<file path="src/rtl/event_timer.sv">
// Prescaled interval timer: periodic/one-shot compare match, sticky irq, run status.
// Optional capture unit built when EVENT_TIMER_CAPTURE_EN is defined.
module event_timer #(
    parameter int PW = 8,
    parameter int CW = 16
) (
    input  logic          clk,
    input  logic          reset,
    input  logic          start,
    input  logic          stop,
    input  logic          mode_periodic,
    input  logic [PW-1:0] prescale,
    input  logic [CW-1:0] compare,
    input  logic          irq_ack,
    input  logic          capture_in,
    output logic          running,
    output logic [CW-1:0] count,
    output logic          tick,
    output logic          match_pulse,
    output logic          irq,
    output logic [CW-1:0] cap_value,
    output logic          cap_valid
);

    typedef enum logic [1:0] {IDLE, RUN, DONE} state_t;

    state_t        state, state_d;
    logic [PW-1:0] pre_cnt;
    logic [PW-1:0] p_q;
    logic [CW-1:0] c_q;
    logic          m_q;
    logic          stop_run;
    logic          start_go;

    // stop only acts in RUN, but it still masks a same-cycle start everywhere
    assign stop_run = stop & (state == RUN);
    assign start_go = start & ~stop;

    assign tick        = running & (pre_cnt == p_q);
    assign match_pulse = tick & (count == c_q);

    always_ff @(posedge clk) begin
        if (reset) state <= IDLE;
        else       state <= state_d;
    end

    always_comb begin
        state_d = state;
        if (stop_run)
            state_d = IDLE;
        else if (start_go)
            state_d = RUN;
        else if (match_pulse && !m_q)
            state_d = DONE;
    end

    always_comb begin
        running = (state == RUN);
    end

    always_ff @(posedge clk) begin
        if (reset) begin
            pre_cnt <= '0;
            count   <= '0;
            p_q     <= '0;
            c_q     <= '0;
            m_q     <= 1'b0;
        end else if (stop_run) begin
            pre_cnt <= pre_cnt;
            count   <= count;
        end else if (start_go) begin
            p_q     <= prescale;
            c_q     <= compare;
            m_q     <= mode_periodic;
            pre_cnt <= '0;
            count   <= '0;
        end else if (state == RUN) begin
            if (tick) begin
                pre_cnt <= '0;
                if (match_pulse)
                    count <= m_q ? '0 : c_q;
                else
                    count <= count + CW'(1);
            end else begin
                pre_cnt <= pre_cnt + PW'(1);
            end
        end
    end

    always_ff @(posedge clk) begin
        if (reset)            irq <= 1'b0;
        else if (match_pulse) irq <= 1'b1;
        else if (irq_ack)     irq <= 1'b0;
    end

`ifdef EVENT_TIMER_CAPTURE_EN
    logic cap_prev;

    always_ff @(posedge clk) begin
        if (reset) begin
            cap_prev  <= 1'b0;
            cap_value <= '0;
            cap_valid <= 1'b0;
        end else begin
            cap_prev <= capture_in;
            if (capture_in && !cap_prev && running) begin
                cap_value <= count;
                cap_valid <= 1'b1;
            end else if (irq_ack) begin
                cap_valid <= 1'b0;
            end
        end
    end
`else
    logic unused_capture;
    assign unused_capture = capture_in;
    assign cap_value      = '0;
    assign cap_valid      = 1'b0;
`endif

endmodule

</file>
<file path="config.mk">
export PLATFORM = sky130hd
export DESIGN_NAME = event_timer
export DESIGN_NICKNAME = d
export VERILOG_FILES = /design/src/rtl/event_timer.sv
export SDC_FILE = /design/constraint.sdc
export NUM_CORES = 1
export LEC_CHECK = 0
export CORE_MARGIN = 2
export CORE_UTILIZATION = 35
export CTS_CLUSTER_SIZE = 14
export DETAILED_ROUTE_END_ITERATION = 7
export GPL_ROUTABILITY_DRIVEN = 0
export PLACE_DENSITY_LB_ADDON = 0.2
export SETUP_SLACK_MARGIN = 0.02
export SYNTH_ARGS = -nofsm -noshare
export SYNTH_HDL_FRONTEND = slang
export SYNTH_SLANG_ARGS = --single-unit
</file>
<file path="constraint.sdc">
create_clock -name clk -period 2.46 [get_ports clk]
set_input_delay 0.369 -clock clk [delete_from_list [all_inputs] [get_ports clk]]
set_output_delay 0.369 -clock clk [all_outputs]
set_load 0.02 [all_outputs]
</file>
* Yosys cells after proc, flatten, opt, wreduce, memory -nomap -nowiden
Cells that the tools add are included.
** Word-level totals
- Input bits :: 31
- Word-level logic and storage cells :: 42
- Output and inout port bits :: 37
- Register bits after elaboration :: 52
** Cells by class
- Bitwise operators :: 6
- Eq/ne operators :: 3
- Add/subtract/negate cells :: 2
- Mux-type cells :: 12
- Reduce and logical (&&, ||, !) cells :: 11
** Operators by type and width (count)
- 16-bit two-way mux :: 5
- 8-bit two-way mux :: 3
- 16-bit by 1-bit adder with 16-bit output (second input constant) :: 1
- 16-bit == test :: 1
- 8-bit by 1-bit adder with 8-bit output (second input constant) :: 1
- 8-bit == test :: 1
- 2-bit nonzero test :: 4
- 1-bit AND :: 4
- 1-bit two-way mux :: 4
- 2-bit AND reduction :: 2
- 3-bit AND reduction :: 1
- 3-bit OR reduction :: 1
- 2-bit by 1-bit == test with 1-bit output (second input constant) :: 1
- 1-bit NOT :: 2
- 2-bit OR reduction :: 1
- 1-bit logical AND :: 1
- 1-bit zero test :: 1

* Depth between registers and ports, before layout
Gate-level depths: netlist of the first run.
- Word-level depth :: 7
- Mapped depth :: 8
- Gate-level depth less buffers :: 7

* Worst setup path after synthesis of the first run
Ideal clock, no wire load.
- Kind :: flip-flop to flip-flop
- Start point :: reg count[10]
- End point :: reg count[1]
- Period minus slack after synthesis :: 1.963 ns
- Required time :: 2.341 ns
- Slack :: 0.497 ns
- Data arrival time :: 1.845 ns
- Stages on the path, launching flop included :: 7
- Setup time :: 0.119 ns
- Buffers on the path :: 0
- Path through :: dfxtp_1 > xor2_1 > nor4_1 > nand4_2 > nor2_2 > mux2i_1 > o21ai_1
** Between the ends
- Longest elaborated chain between the ends :: 6
** Ends and longest elaborated chain
- start: declaration :: line 17 : output logic [CW-1:0] count,
- start signal: assignment :: line 70 : count <= count;
- start signal: assignment :: line 81 : count <= m_q ? '0 : c_q;
- start signal: assignment :: line 83 : count <= count + CW'(1);
- 16-bit == test :: line 40 : assign match_pulse = tick & (count == c_q);
- 1-bit AND :: line 40
- net match_pulse :: line 19 : output logic match_pulse,
- 16-bit two-way mux :: line 80 : if (match_pulse)
- 16-bit two-way mux :: line 78 : if (tick) begin
- 16-bit two-way mux :: line 77 : end else if (state == RUN) begin
- 16-bit two-way mux :: line 71 : end else if (start_go) begin
The timed path passes the listed nets, and every way through them passes these cells. The select of a mux whose other input is x is not followed.
A chain may end at the register's enable or synchronous reset.

* Worst setup path in the final report of the first run
- Start point :: reg c_q[10]
- End point :: out match_pulse
** Between the ends
- Longest elaborated chain between the ends :: 2
** Ends and longest elaborated chain
- start: declaration :: line 30 : logic [CW-1:0] c_q;
- start signal: assignment :: line 73 : c_q <= compare;
- 16-bit == test :: line 40
- 1-bit AND :: line 40
- end: declaration :: line 19
No other way between the ends.

==> reports/qor_table.md, run 1 <==
| Stage | Metric | Value |
|:---|:---|:---|
| status | Status | finished clean |
| clock network | Cts repair resizes | 2 |
| timing | Final-report hold violation count | 0 |
| cells and area | Final net count | 440 |
| power | Peak supply drop | 290 uV |
| synth | Number of cells produced by synthesis | 343 |
| grt | Initial antenna violation count | 0 |
| synth | Post-synth design cell area | 2810 sq um |
| floorplanning | Floorplan Core Area | 7770 sq um |
| timing | Min cycle time layout | 2.30 ns |
| placement | Post-DP HPWL | 5050 um |
| timing | Setup repair after global routing missed its margin | no |
| cells and area | Area Overhead vs Synth | 27.2% |
| routing | Post-detailed-route count of antenna-violating nets | 0 |
| routing | Via density per instance | 4.83 |
| setup path | Type of element capturing the critical path | output port |
| setup path | Data required time of the worst path | 2.09 ns |
| synth | Seq cells post-synth | 52 |
| grt | First-pass GRT wire length | 11400 um |
| clock network | Clk slew on worst S/H paths | 0.09 ns |
| setup path | Startpoint type of the worst setup path | flip-flop |
| placement | Post-placement cell area | 3490 sq um |
| clock network | Root cell of the clock tree | sky130_fd_sc_hd__clkbuf_8 |
| placement | Pre-CTS setup slack | 0.128 ns |
| cells and area | Fraction of layout cells with a size suffix above 1 | 0.120 |
| routing | Total Routed Length | 6780 um |
| synth | Most used flip-flop cell after synthesis | sky130_fd_sc_hd__dfxtp_1 |
| floorplanning | X dimension of the die | 93.6 um |
| timing | Number of max-slew violations in the final report | 0 |
| clock network | Sinks on the clock net | 52 |
| timing | Fin Clk Skew | 0.00554 ns |
| power | Overall power | 1.66 mW |
| timing | Final WS setup | 0.163 ns |
| synth | Share of synthesized area occupied by flip-flops and latches | 0.371 |
| floorplanning | Number of top-level pins | 68 |
| timing | Count of endpoints failing setup in the final report | 0 |
| synth | Number of distinct standard cells referenced by the synthesized netlist | 53 |
| timing | Total Neg Setup Slack | 0 ns |
| clock network | Number of buffers created by CTS | 5 |
| synth | Share of flip-flops with an asynchronous set or reset | 0 |
| routing | Total DRC errors in the routed layout | 0 |
| cells and area | Inserted Diodes | 0 |
| setup path | Data arrival at the endpoint of the critical path | 1.93 ns |
| routing | DRT Pass-1 Iters | 4 |
| cells and area | Final-layout fill cell count | 825 |
| floorplanning | Total die area | 8750 sq um |
| routing | Total via count in the routed design | 2456 |
| timing | Fmax | 0.435 GHz |
| clock network | CTS hold repair buffers | 0 |
| cells and area | Final design area excluding fillers | 3570 sq um |
| setup path | Max stage delay on crit path | 0.35 ns |
| clock network | Max H-tree Level | 2 |
| clock network | Clk_lat worst skew | 0.30 ns |
| synth | Number of warnings reported in the yosys synthesis log | 0 |
| clock network | Post-CTS setup buffer count | 0 |
| power | Static power due to leakage | 1.46 nW |
| synth | Avg Cell Area, Syn | 8.19 sq um |
| clock network | Clock tree from TritonCTS | done |
| min path | Min-delay worst type | reg -> reg |
| setup path | Crit Path Class | reg -> out |
| power | PD cells | 464 nW/um^2 |
| clock network | Buffer levels on the longest clock path | 2 |
| job | Maxcap violations | 0 |
| grt | GR Overflow Total | 0 |
| routing | Iter 0 DRT Violations | 108 |
| cells and area | Most frequent standard cell in the layout excluding fill and tap cells | sky130_fd_sc_hd__nand2_1 |
| timing | Share of the cycle needed by the critical path after routing | 0.934 |
| routing | Routed wire per std cell | 13.3 um |
| setup path | Cells traversed along the worst timing path | xor2_1, nor4_2, buf_4, nand4_2, nor2_2, dlygate4sd2_1 |
| floorplanning | Die Height | 93.6 um |
| floorplanning | Initial cell density of the core | 0.361 |
| grt | All-layer global routing usage | 0.163 |
| setup path | CP Max Fanout | 3 |
| grt | Pin count of the biggest net entering global routing | 31 |
| synth | EDFF count, synth | 0 |
| floorplanning | Num rows | 32 |
| cells and area | Most frequent cells in the layout | sky130_fd_sc_hd__nand2_1, sky130_fd_sc_hd__dfxtp_1, sky130_fd_sc_hd__clkdlybuf4s50_1 |
| grt | Number of global-route vias before repair | 2395 |
| placement | Port buffer count | 49 |
| setup path | Library cell contributing the largest single delay on the critical path | sky130_fd_sc_hd__dlygate4sd2_1 |
==> logic make-up (layout without fill, tap and decap cells) <==
family                   Yosys count  after routing  synth area share
other                              1             17           0.00134
AND/OR/NAND/NOR                  131            131             0.250
AO/OA/AOI/OAI                     76             76             0.168
multiplexers                       2              2           0.00758
XOR/XNOR                          31             31            0.0967
buffers and inverters             48             96            0.0958
flip-flops                        52             52             0.371
adder cells (fa/ha/maj)            2              2           0.00891
==> cells in the mapped netlist, types with 2 or more instances <==
| master | count | share of area |
|---|---|---|
| sky130_fd_sc_hd__nand3_1 | 10 | 0.018 |
| sky130_fd_sc_hd__nor4_1 | 3 | 0.0067 |
| sky130_fd_sc_hd__and4_1 | 3 | 0.0094 |
| sky130_fd_sc_hd__xor2_1 | 27 | 0.084 |
| sky130_fd_sc_hd__clkbuf_1 | 8 | 0.011 |
| sky130_fd_sc_hd__and2_1 | 2 | 0.0045 |
| sky130_fd_sc_hd__ha_1 | 2 | 0.0089 |
| sky130_fd_sc_hd__a22oi_1 | 6 | 0.016 |
| sky130_fd_sc_hd__o21ai_0 | 3 | 0.0053 |
| sky130_fd_sc_hd__or3_1 | 3 | 0.0067 |
| sky130_fd_sc_hd__a21oi_1 | 37 | 0.066 |
| sky130_fd_sc_hd__buf_2 | 5 | 0.0089 |
| sky130_fd_sc_hd__nand2b_1 | 4 | 0.0089 |
| sky130_fd_sc_hd__inv_1 | 14 | 0.019 |
| sky130_fd_sc_hd__nor3_1 | 3 | 0.0053 |
| sky130_fd_sc_hd__dfxtp_1 | 52 | 0.37 |
| sky130_fd_sc_hd__xnor2_1 | 4 | 0.012 |
| sky130_fd_sc_hd__o21a_1 | 3 | 0.0080 |
| sky130_fd_sc_hd__nand4_1 | 4 | 0.0089 |
| sky130_fd_sc_hd__buf_4 | 18 | 0.048 |
| sky130_fd_sc_hd__a221o_1 | 2 | 0.0071 |
| sky130_fd_sc_hd__nand2_1 | 63 | 0.084 |
| sky130_fd_sc_hd__buf_6 | 2 | 0.0080 |
| sky130_fd_sc_hd__nor4_2 | 2 | 0.0089 |
| sky130_fd_sc_hd__o21ai_1 | 12 | 0.021 |
| sky130_fd_sc_hd__and3_1 | 4 | 0.0089 |
| sky130_fd_sc_hd__a32oi_1 | 3 | 0.0094 |
| sky130_fd_sc_hd__a31oi_1 | 2 | 0.0045 |
| sky130_fd_sc_hd__nor2_1 | 18 | 0.024 |
==> registers in the layout (all words and copies together), names as in the netlist <==
signal   count
state        2
c_q         16
p_q          8
irq          1
pre_cnt      8
count       16
m_q          1
==> final cells by class <==
cell class	count	area (sq um)	share of cell area
Sequential cell	52	1040	0.292
Clock buffer	6	72.6	0.0203
Timing Repair Buffer	74	704	0.197
Inverter	15	56.3	0.0158
Clock inverter	1	5.00	0.00140
Multi-Input combinational cell	259	1560	0.438
Tap cell	102	128	0.0357
==> per-layer routing <==
metal / GRT usage / wire length [um] / share of wire / vias to the layer above
met4: 0.0495 / 126 / 0.019 / 0
met5: 0 / 0 / 0 / -
met1: 0.199 / 3040 / 0.45 / 1120
met2: 0.291 / 3340 / 0.49 / 64
li1: - / - / - / 1261
met3: 0.0282 / 266 / 0.039 / 11
==> stage by stage <==
step,util,hold slack (ns),instances
floorplan,-,0.432,359
global placement,0.449,0.445,502
detailed placement,0.449,0.452,502
CTS,0.459,0.473,509
global route,0.460,0.489,509
finish,0.460,0.472,509
==> worst paths after layout <==
kind            from           to  slack [ns]  depth (start not counted)
max          c_q[10]  match_pulse        0.16                          6
min           p_q[6]       p_q[6]        0.47                          2
max reg2reg  c_q[10]    count[14]        0.45                          9
min reg2reg   p_q[6]       p_q[6]        0.47                          2
==> critical path, delay by kind of cell (launching register included) <==
kind,cells,cell delay (ns)
flops,1,0.34
xor+xnor,1,0.18
simple gates,3,0.58
buf+inv,2,0.52
==> report_power, final <==
group / total [mW] / internal [mW] / switching (mW)
sequential: 0.886 / 0.864 / 0.0212
clock: 0.472 / 0.195 / 0.278
combinational: 0.300 / 0.138 / 0.163
total: 1.66 / 1.20 / 0.462
No activity file was read; power rests on OpenSTA's default activity.
==> run 2: changes to the inputs <==
--- a/config.mk
+++ b/config.mk
@@ -9,9 +9,11 @@
 export CORE_UTILIZATION = 35
 export CTS_CLUSTER_SIZE = 14
 export DETAILED_ROUTE_END_ITERATION = 7
+export DONT_BUFFER_PORTS = 1
 export GPL_ROUTABILITY_DRIVEN = 0
 export PLACE_DENSITY_LB_ADDON = 0.2
 export SETUP_SLACK_MARGIN = 0.02
 export SYNTH_ARGS = -nofsm -noshare
 export SYNTH_HDL_FRONTEND = slang
 export SYNTH_SLANG_ARGS = --single-unit
+export TNS_END_PERCENT = 5
==> reports/qor_table.md, run 2 (synthesis results as in run 1) <==
| Stage | Metric | Value |
|:---|:---|:---|
| setup path | Worst r2r path cells | 8 |
| timing | Final WS setup | 0.262 ns |
| timing | Final-report hold violation count | 0 |
| floorplanning | X dimension of the die | 93.6 um |
| min path | Hold path startpoint | reset |
| timing | WHS | 0.116 ns |
| setup path | End of the worst register-to-register path | count[7] |
| clock network | Clock tree from TritonCTS | done |
| routing | Total Routed Length | 6670 um |
| timing | Count of endpoints failing setup in the final report | 0 |
| cells and area | Most frequent cells in the layout | sky130_fd_sc_hd__nand2_1, sky130_fd_sc_hd__dfxtp_1, sky130_fd_sc_hd__a21oi_1 |
| setup path | CP Max Fanout | 5 |
| grt | Pin count of the biggest net entering global routing | 32 |
| min path | Worst Hold Path Cells | 1 |
| power | Peak supply drop | 212 uV |
| floorplanning | Initial cell density of the core | 0.361 |
| placement | Port buffer count | 0 |
| min path | Min-delay worst type | in -> reg |
| clock network | Clk slew on worst S/H paths | 0.10 ns |
| grt | First-pass GRT wire length | 10900 um |
| timing | Total Neg Setup Slack | 0 ns |
| routing | Total DRC errors in the routed layout | 0 |
| clock network | Root cell of the clock tree | sky130_fd_sc_hd__clkbuf_8 |
| routing | Total via count in the routed design | 2288 |
| setup path | Reg-to-reg critical path startpoint | c_q[13] |
| setup path | Cells traversed along the worst timing path | xor2_1, nor4_4, nand3_2, nor2_4 |
| setup path | Data arrival at the endpoint of the critical path | 1.83 ns |
| status | Status | finished clean |
| cells and area | Largest registers ranked by flip-flop count | c_q: 16 flops, count: 16 flops |
| cells and area | Sequential cell area | 1040 sq um |
| clock network | CTS hold repair buffers | 0 |
| timing | Min cycle time layout | 2.20 ns |
| floorplanning | Floorplan Core Area | 7770 sq um |
| routing | Routed wire per std cell | 14.4 um |
| routing | Iter 0 DRT Violations | 61 |
| timing | Number of max-slew violations in the final report | 0 |
| cells and area | Final-layout fill cell count | 855 |
| clock network | Clk_lat worst skew | 0.31 ns |
| setup path | Data required time of the worst path | 2.09 ns |
| grt | GR Overflow Total | 0 |
| cells and area | Area of the multi-input gates | 1570 sq um |
| grt | All-layer global routing usage | 0.156 |
| clock network | Buffer levels on the longest clock path | 2 |
| floorplanning | Num rows | 32 |
| timing | Fin Clk Skew | 0.00730 ns |
| placement | Post-DP HPWL | 4910 um |
| setup path | Crit Path Class | reg -> out |
| placement | Post-placement cell area | 2960 sq um |
| timing | Setup repair after global routing missed its margin | no |
| setup path | Type of element capturing the critical path | output port |
| floorplanning | Die Height | 93.6 um |
| setup path | Library cell contributing the largest single delay on the critical path | sky130_fd_sc_hd__nor4_4 |
| clock network | Sinks on the clock net | 52 |
| clock network | Number of buffers created by CTS | 5 |
| routing | Post-detailed-route count of antenna-violating nets | 0 |
| min path | Endpoint of the worst hold path | c_q[11] |
| setup path | Worst reg-to-reg setup slack | 0.34 ns |
| routing | Via density per instance | 4.94 |
| cells and area | Inserted Diodes | 0 |
| clock network | Max H-tree Level | 2 |
| placement | Pre-CTS setup slack | 0.325 ns |
| cells and area | Fraction of layout cells with a size suffix above 1 | 0.147 |
| floorplanning | Number of top-level pins | 68 |
| setup path | Max stage delay on crit path | 0.42 ns |
| cells and area | Final net count | 393 |
| grt | Number of global-route vias before repair | 2266 |
| setup path | Startpoint type of the worst setup path | flip-flop |
| cells and area | Most frequent standard cell in the layout excluding fill and tap cells | sky130_fd_sc_hd__nand2_1 |
| job | Maxcap violations | 0 |
| power | Static power due to leakage | 1.27 nW |
| timing | Fmax | 0.455 GHz |
| timing | Share of the cycle needed by the critical path after routing | 0.893 |
| placement | Placed Cells | 451 |
| cells and area | Final design area excluding fillers | 3090 sq um |
| power | PD cells | 526 nW/um^2 |
| floorplanning | Total die area | 8750 sq um |
| cells and area | Final cell count without fillers | 463 |
| grt | Initial antenna violation count | 0 |
| routing | DRT Pass-1 Iters | 4 |
| cells and area | Area Overhead vs Synth | 9.98% |
## run 2: what timing repair did
item / in CTS / in global routing
setup endpoints to repair: 1 / 1
resized for setup: 1 / 1
hold endpoints to repair: 0 / 0
buffers inserted: 0 / 4
pin swaps: 0 / 2
## run 2: per-stage QoR
| stage | utilization | power [mW] |
|---|---|---|
| global route | 0.398 | 1.71 |
| detailed placement | 0.380 | 1.12 |
| global placement | 0.380 | 1.12 |
| CTS | 0.393 | 1.63 |
| finish | 0.398 | 1.62 |
| floorplan | - | 1.10 |
## run 2: worst max path at each step
stage | from | endpoint | slack [ns] | cells after the start
after floorplan | count[10] | count[1] | 0.50 | 6
after global placement | c_q[15] | count[1] | 0.29 | 7
after detailed placement | c_q[15] | count[1] | 0.33 | 7
after CTS | c_q[15] | match_pulse | 0.11 | 5
after global routing | c_q[13] | count[8] | 0.10 | 8
final | pre_cnt[6] | match_pulse | 0.26 | 4
## run 2: layer usage
| layer | global-route usage | vias up | part of all wire |
|---|---|---|---|
| li1 | - | 1166 | - |
| met1 | 0.192 | 1073 | 0.45 |
| met2 | 0.282 | 47 | 0.50 |
| met3 | 0.0363 | 2 | 0.051 |
| met4 | 0.0254 | 0 | 0.0044 |
| met5 | 0 | - | 0 |
## run 2: power by group
part | leakage (nW) | total [mW] | switching, mW | internal (mW)
combinational | 0.798 | 0.231 | 0.144 | 0.0868
sequential | 0.422 | 0.886 | 0.0214 | 0.865
clock | 0.0485 | 0.506 | 0.302 | 0.205
total | 1.27 | 1.62 | 0.467 | 1.16
## run 2: worst max-delay path, delay by kind of cell, from the launching register on
kind | cells | cell delay (ns)
flops | 1 | 0.35
xor+xnor | 1 | 0.19
simple gates | 3 | 0.98
## run 2: cell type report
class	instances	area share
tap	102	0.0413
clock inverter	3	0.00729
clock buffer	5	0.0223
timing repair buffer	27	0.0656
multi-input combinational	259	0.508
sequential	52	0.337
inverter	15	0.0182
